File: src/rtl/pan_tompkins_pkg.sv
// Shared constants for the Pan-Tompkins QRS detection pipeline stages.
package pan_tompkins_pkg;

  // Default sample width used across the pipeline.
  localparam int unsigned PT_DATA_WIDTH = 16;

  // Default moving-window-integrator window: 2^5 = 32 samples (~160 ms at FS_HZ).
  localparam int unsigned MWI_WIN_LOG2 = 5;

  // ECG sample rate shared by all stages.
  localparam int unsigned FS_HZ = 200;

  // Window length in samples for a given log2 size.
  function automatic int unsigned mwi_window_len(input int unsigned win_log2);
    return 32'd1 << win_log2;
  endfunction

endpackage

File: src/rtl/mwi_history_buf.sv
// Circular history of the last N samples for the moving-window integrator.
// Synchronous clear of every entry; combinational read at the write pointer,
// so the parent sees the sample about to be overwritten.
module mwi_history_buf
  import pan_tompkins_pkg::*;
#(
  parameter int unsigned DATA_WIDTH = PT_DATA_WIDTH,
  parameter int unsigned WIN_LOG2   = MWI_WIN_LOG2
) (
  input  logic                  clk,
  input  logic                  rst,
  input  logic                  we,
  input  logic [WIN_LOG2-1:0]   wr_ptr,
  input  logic [DATA_WIDTH-1:0] wdata,
  output logic [DATA_WIDTH-1:0] rdata
);

  localparam int unsigned N = mwi_window_len(WIN_LOG2);

  logic [DATA_WIDTH-1:0] mem [N];

  // Ring storage: clear all entries on reset, otherwise overwrite the oldest.
  always_ff @(posedge clk) begin
    if (rst) begin
      for (int unsigned i = 0; i < N; i++) begin
        mem[i] <= '0;
      end
    end else if (we) begin
      mem[wr_ptr] <= wdata;
    end
  end

  assign rdata = mem[wr_ptr];

endmodule

File: src/rtl/moving_window_integrator.sv
// Pan-Tompkins moving-window integration stage.
// Outputs the truncated mean of the last 2^WIN_LOG2 accepted samples, with the
// running sum updated in O(1) from a circular history buffer. Latency 1 cycle.
// Optional build macro MWI_WARMUP_MASK_EN: suppress out_valid until the window
// has been filled; internal state is updated identically either way.
module moving_window_integrator
  import pan_tompkins_pkg::*;
#(
  parameter int unsigned DATA_WIDTH = PT_DATA_WIDTH,
  parameter int unsigned WIN_LOG2   = MWI_WIN_LOG2
) (
  input  logic                  clk,
  input  logic                  rst,
  input  logic                  in_valid,
  input  logic [DATA_WIDTH-1:0] data,
  output logic                  out_valid,
  output logic [DATA_WIDTH-1:0] out,
  output logic                  window_full
);

  // Derived accumulator width; sized so N full-scale samples cannot overflow.
  localparam int unsigned SUM_WIDTH = DATA_WIDTH + WIN_LOG2;
  localparam int unsigned N         = mwi_window_len(WIN_LOG2);
  localparam logic [WIN_LOG2:0] FILL_MAX = (WIN_LOG2 + 1)'(N);

  logic [WIN_LOG2-1:0]   wr_ptr;
  logic [SUM_WIDTH-1:0]  sum;
  logic [SUM_WIDTH-1:0]  sum_nxt;
  logic [WIN_LOG2:0]     fill;
  logic [WIN_LOG2:0]     fill_nxt;
  logic [DATA_WIDTH-1:0] old;
  logic                  valid_nxt;

  mwi_history_buf #(
    .DATA_WIDTH (DATA_WIDTH),
    .WIN_LOG2   (WIN_LOG2)
  ) u_hist (
    .clk    (clk),
    .rst    (rst),
    .we     (in_valid),
    .wr_ptr (wr_ptr),
    .wdata  (data),
    .rdata  (old)
  );

  // Next running sum, saturating fill count and result-strobe qualifier.
  always_comb begin
    sum_nxt   = sum + SUM_WIDTH'(data) - SUM_WIDTH'(old);
    fill_nxt  = (fill == FILL_MAX) ? fill : fill + 1'b1;
`ifdef MWI_WARMUP_MASK_EN
    valid_nxt = (fill_nxt == FILL_MAX);
`else
    valid_nxt = 1'b1;
`endif
  end

  // Pointer, accumulator, fill counter and output registers; reset wins over in_valid.
  always_ff @(posedge clk) begin
    if (rst) begin
      wr_ptr    <= '0;
      sum       <= '0;
      fill      <= '0;
      out       <= '0;
      out_valid <= 1'b0;
    end else begin
      out_valid <= 1'b0;
      if (in_valid) begin
        wr_ptr    <= wr_ptr + 1'b1;
        sum       <= sum_nxt;
        fill      <= fill_nxt;
        out       <= sum_nxt[SUM_WIDTH-1:WIN_LOG2];
        out_valid <= valid_nxt;
      end
    end
  end

  assign window_full = (fill == FILL_MAX);

endmodule
File: config.mk
export PLATFORM = sky130hd
export DESIGN_NAME = moving_window_integrator
export DESIGN_NICKNAME = d
export VERILOG_FILES = /design/src/rtl/pan_tompkins_pkg.sv /design/src/rtl/mwi_history_buf.sv /design/src/rtl/moving_window_integrator.sv
export SDC_FILE = /design/constraint.sdc
export NUM_CORES = 1
export LEC_CHECK = 0
export CAP_MARGIN = 20
export CORE_AREA = 2 2 175 262
export DETAILED_ROUTE_END_ITERATION = 16
export DIE_AREA = 0 0 177 264
export PLACE_DENSITY = 0.73
export SLEW_MARGIN = 20
export SYNTH_ARGS = -nofsm -noshare
export SYNTH_HDL_FRONTEND = slang
export SYNTH_SLANG_ARGS = --single-unit
File: constraint.sdc
create_clock -name clk -period 7 [get_ports clk]
set_input_delay 1.4 -clock clk [delete_from_list [all_inputs] [get_ports clk]]
set_output_delay 1.4 -clock clk [all_outputs]
set_load 0.1 [all_outputs]
======== After elaboration in Yosys (flattened, before gate mapping) ========
Memory sizes are Yosys's and may differ from the RTL's. A register that Yosys moved wholly into a read port is not among the register bits.
Cells that the tools add are included.
operators by class
  multiply operators ...................... 0
  magnitude comparators ................... 0
  div/mod/pow operators ................... 0
  bitwise logic cells ..................... 1
  add/sub/neg operators ................... 4
  equality and inequality tests ........... 1
  muxes and demuxes ....................... 10
  shift-type cells ........................ 0
  reductions and logical operators ........ 2
operator list
  operator                                                        number
  21-bit by 16-bit adder with 21-bit output                       1
  21-bit by 16-bit subtractor with 21-bit output                  1
  16-bit two-way mux                                              1
  16-bit OR reduction                                             1
  5-bit two-way mux                                               3
  6-bit by 1-bit adder with 6-bit output (second input constant)  1
  6-bit equality test (second input constant)                     1
  1-bit two-way mux                                               6
  5-bit by 1-bit adder with 5-bit output (second input constant)  1
  2-bit AND reduction                                             1
  1-bit NOT                                                       1
word-level totals
  input bits .............................. 19
  memories kept ........................... 1
  bits in latches ......................... 0
  flip-flop bits (word level) ............. 49
  bits in read-only memories .............. 0
  output and inout bits ................... 18
  memory bits (writable) .................. 512
memories
  memory      depth  width  read ports  clocked after Yosys merged registers in  wr ports  RTL line               source
  u_hist.mem  32     16     1           1                                        32        mwi_history_buf.sv:20  logic [DATA_WIDTH-1:0] mem [N];

======== Logic depth before layout (Yosys ltp) ========
  word-level depth ........................ 5
  mapped depth ............................ 17

======== By module ========
Synthesis repeated with hierarchy kept, for this count alone.
unflattened totals
  cell total of the unflattened synthesis .. 2075
  area, all modules ....................... 26822.0 um2
modules (own cells, without submodules)
  module                    cells an instance  area each (um2)  instances
  mwi_history_buf           1699               23845.4          1
  moving_window_integrator  376                2976.6           1

======== Worst setup path before layout ========
OpenSTA, ideal clock, no wires.
  kind .................................... reg-to-reg
  start ................................... register (tool-made name)
  end ..................................... register out[11]
  buffers on the path ..................... 3
  clock period less this slack ............ 4.411 ns
  cell stages (with the launch flop) ...... 17
  arrival time ............................ 4.349 ns
  data required time ...................... 6.938 ns
  setup slack ............................. 2.589 ns
  path through ............................ dfxtp_1 clkbuf_1 clkbuf_1 mux4_2 mux4_2 mux2_2 fa_1 inv_1 ha_1 clkbuf_2 nand2_1 a2111oi_0 a31oi_1 nand3_1 a41oi_1 or4_1 nand3_1
RTL lines
  what                  RTL line                        source
  end signal, assigned  moving_window_integrator.sv:71  out <= sum_nxt[SUM_WIDTH-1:WIN_LOG2];
  end, declared         moving_window_integrator.sv:17  output logic [DATA_WIDTH-1:0] out,

==> impl_metrics.yaml <==
run_status:
  status: "finished, final reports clean"
floorplanning:
  core_area_um2: 44570
  initial_core_util_pct: 58.12
  die_height_um: 264
  die_area_um2: 46730
  dieWidth_um: 177
  ios: 37
  rows: 95
cells_and_area:
  multi_input_area_um2: 8551
  final_cell_area_um2: 28350
  diodes: 0
  final_cells: 2408
  regArea_um2: 16150
  syn_to_final_growth_pct: 9.437
  layout-drive-gt1-share_pct: 18.51
  finalNetCount: 1848
  num-fill-cells: 3208
critical_path:
  max_stage_delay_ns: 0.61
  crit_family: "multiplexers"
  rrSetupSlack_ns: 1.74
  cp_num_buf_inv: 3
  worst-r2r-cell-count: 16
  cp.depth: 16
  r2r-end: "out[11]"
  criticalPathCategory: "reg2reg"
  path_cells: "buf_4 -> mux4_2 -> mux4_2 -> mux2_2 -> ha_1 -> inv_1 -> ha_1 -> inv_1 -> fa_1 -> nor2b_1 -> o31a_1 -> a31oi_1 -> nand3_1 -> a41oi_1 -> or4_1 -> nand3_1"
  cp_max_fo: 31
  cp-end-kind: "flip-flop"
  critPathSlowestCell: "mux4_2"
  critPathArrivalTime_ns: 5.78
  startpoint_type: "flip-flop"
  cp.required_ns: 7.52
sta:
  tightest_slew_ns: 1.060
  relSlewSlack_pct: 28.88
  slew_violations: 0
  fmax_mhz: 190.2
  finalCriticalPeriod_ns: 5.257
  hold_viol: 0
  skew_ns: 0.01408
  setup_viol: 0
  tns_ns: 0
  rsz0062_at_grt: "false"
  fin_crit_sh_pct: 75.10
route:
  drc_errors: 0
  final_antenna_net_count: 0
  drtIter0Drc: 1826
  vias_per_cell: 6.721
  routed_wl_um: 64290
  first_pass_iters: 6
  vias: 16180
  routedWlPerCell_um: 26.70
min_path:
  hold_path_depth: 2
  worstHoldPathType: "reg2reg"
  hold_end: "sum[4]"
  holdCritStartpoint: "sum[4]"
clocking:
  cts_setup_buffers: 0
  cts.sinks: 550
  cts_tree: "yes"
  insertion_delay_ns: 0.59
  cts_resized: 0
  clkTransAtPathRegs_ns: 0.06
  ctsHoldBuffers: 0
  htreeDepth: 2
  clockRootBuffer: "clkbuf_16"
  cts_made_buffers: 50
  clock_path_buffers: 3
synthesis:
  yosysWarnings: 0
  synth_top_area_share_pct: 59.35
  post-synth-top-area-cell: "edfxtp_1"
  synth_nets: 1919
  yosysUniqueCellTypes: 54
  syn_inst: 1857
  postSynthAreaPerCell_um2: 13.95
  synth_area_um2: 25910
  yosys_most_used_dff: "edfxtp_1"
  synth_edf_count: 512
  ys_top_cells_by_area: "edfxtp_1 (59%), mux4_2 (14%), nor3_1 (10%), dfxtp_1 (2.9%), clkbuf_1 (2.7%)"
  ys_ff_latch: 550
  yosysSeqAreaShare_pct: 62.28
  synthArstFlopShare_pct: 0
placement:
  io_buffers: 36
  place.gp.congestion: 0.8717
  dp_hpwl_um: 39060
  place_area_um2: 26670
  place_inst: 2316
global_routing:
  grt_usage_pct: 28.11
  grt_pass1_vias: 16510
  grt_max_degree: 69
  overflow: 0
  grt_pass1_wl_um: 98420
  antenna_found_initial: 1
pwr:
  p_switching_mw: 2.514
  p_leak_nw: 9.257
  intPower_mw: 6.064
  clkPwrFrac_pct: 33.0
  share_comb_of_total_power_pct: 22.3
  p_per_area_nw_per_um2: 302.6
  vdd_ir_drop_max_mv: 0.1634
  switching_share_pct: 29.31
  seqPwrFrac_pct: 44.7
flow_run:
  cap_violations: 0
[worst max path at each step]
stage | start | to | slack (ns)
after CTS | flip-flop | out[11] | 1.74
final | flip-flop | out[11] | 1.74
after floorplan | flip-flop | out[11] | 2.59
after detailed placement | flip-flop | out[11] | 1.77
after global routing | flip-flop | out[11] | 1.42
after global placement | flip-flop | out[11] | 1.81
[cell type report]
class | instances | share of cell area, %
clock inverter | 30 | 1.125
tap | 582 | 2.568
timing repair buffer | 113 | 3.354
inverter | 79 | 1.046
multi-input combinational | 992 | 30.16
sequential | 550 | 56.95
clock buffer | 62 | 4.797
[per-layer routing]
metal | vias to the layer above | part of all wire, % | global-route usage [%]
li1 | 6980 | - | -
met1 | 8191 | 35 | 35.07
met2 | 851 | 53 | 49.21
met3 | 162 | 7.6 | 4.059
met4 | 0 | 3.8 | 11.39
met5 | - | 0 | 0
[layout by cell type (no fill, tap or decap), drive strengths merged, types with 5 or more instances in the layout]
cell,count
inv,80
xor2,12
clkinv,20
mux4,160
mux2,16
clkbuf,62
nor3,518
clkdlybuf4s50,36
buf,77
nand3,15
a211oi,5
nor2b,5
nor2,48
edfxtp,512
bufinv,7
fa,16
a21oi,23
dfxtp,38
mux2i,9
xnor2,7
ha,27
nand2,28
nand4,9
o21ai,40
[tightest hold or removal path, stage by stage (launching register included)]
cell	delay, ns
dfxtp_1	0.32
nand2_1	0.06
a21oi_1	0.05
[power groups by stage]
| stage | registers (mW) | logic [mW] | clock network (mW) |
|---|---|---|---|
| finish | 3.83 | 1.91 | 2.83 |
| global route | 3.85 | 2.07 | 2.98 |
| global placement | 3.89 | 1.87 | 0 |
| floorplan | 3.86 | 1.49 | 0 |
| CTS | 3.83 | 1.90 | 2.85 |
| detailed placement | 3.90 | 1.89 | 0 |
[sequential cells by signal, summed over array words and instances, names as in the netlist, named ones only]
signal / flops
out: 16
out_valid: 1
fill: 6
sum: 5
u_hist.mem: 512
wr_ptr: 5
[Yosys cell counts (3+ instances only)]
master and count:
a211oi_1 5, a21o_1 3, a21oi_1 23, a31oi_1 4
and3_1 4, buf_1 17, buf_2 14, buf_4 16
clkbuf_1 187, dfxtp_1 38, edfxtp_1 512, fa_1 16
ha_1 27, inv_1 79, mux2_2 16, mux2i_1 9
mux4_2 160, nand2_1 28, nand3_1 15, nand3b_1 4
nand4_1 9, nor2_1 48, nor2b_1 5, nor3_1 518
o211ai_1 3, o21a_1 4, o21ai_0 40, o31ai_1 3
or4_1 3, xnor2_1 7, xor2_1 12
[logic make-up (layout without fill, tap and decap cells)]
kind of cell,count (synthesis),after routing,synth area share (%)
compound gates,98,98,2.260
xor+xnor,19,19,0.6423
fa+ha+maj,43,43,2.540
buf+inv,315,284,4.897
flops,550,550,62.28
mux,185,185,14.95
simple gates,647,647,12.43
[metrics by stage]
| stage | worst slack, ns | total power, mW | util, % | hold slack [ns] |
|---|---|---|---|---|
| after global routing | 1.417 | 8.888 | 63.61 | 0.4878 |
| after CTS | 1.740 | 8.587 | 63.60 | 0.4744 |
| after floorplan | 2.589 | 5.348 | - | 0.4409 |
| after detailed placement | 1.771 | 5.797 | 59.83 | 0.4679 |
| final | 1.743 | 8.578 | 63.61 | 0.4783 |
| after global placement | 1.814 | 5.764 | 59.83 | 0.4529 |
No activity file was read; power rests on OpenSTA's default activity.
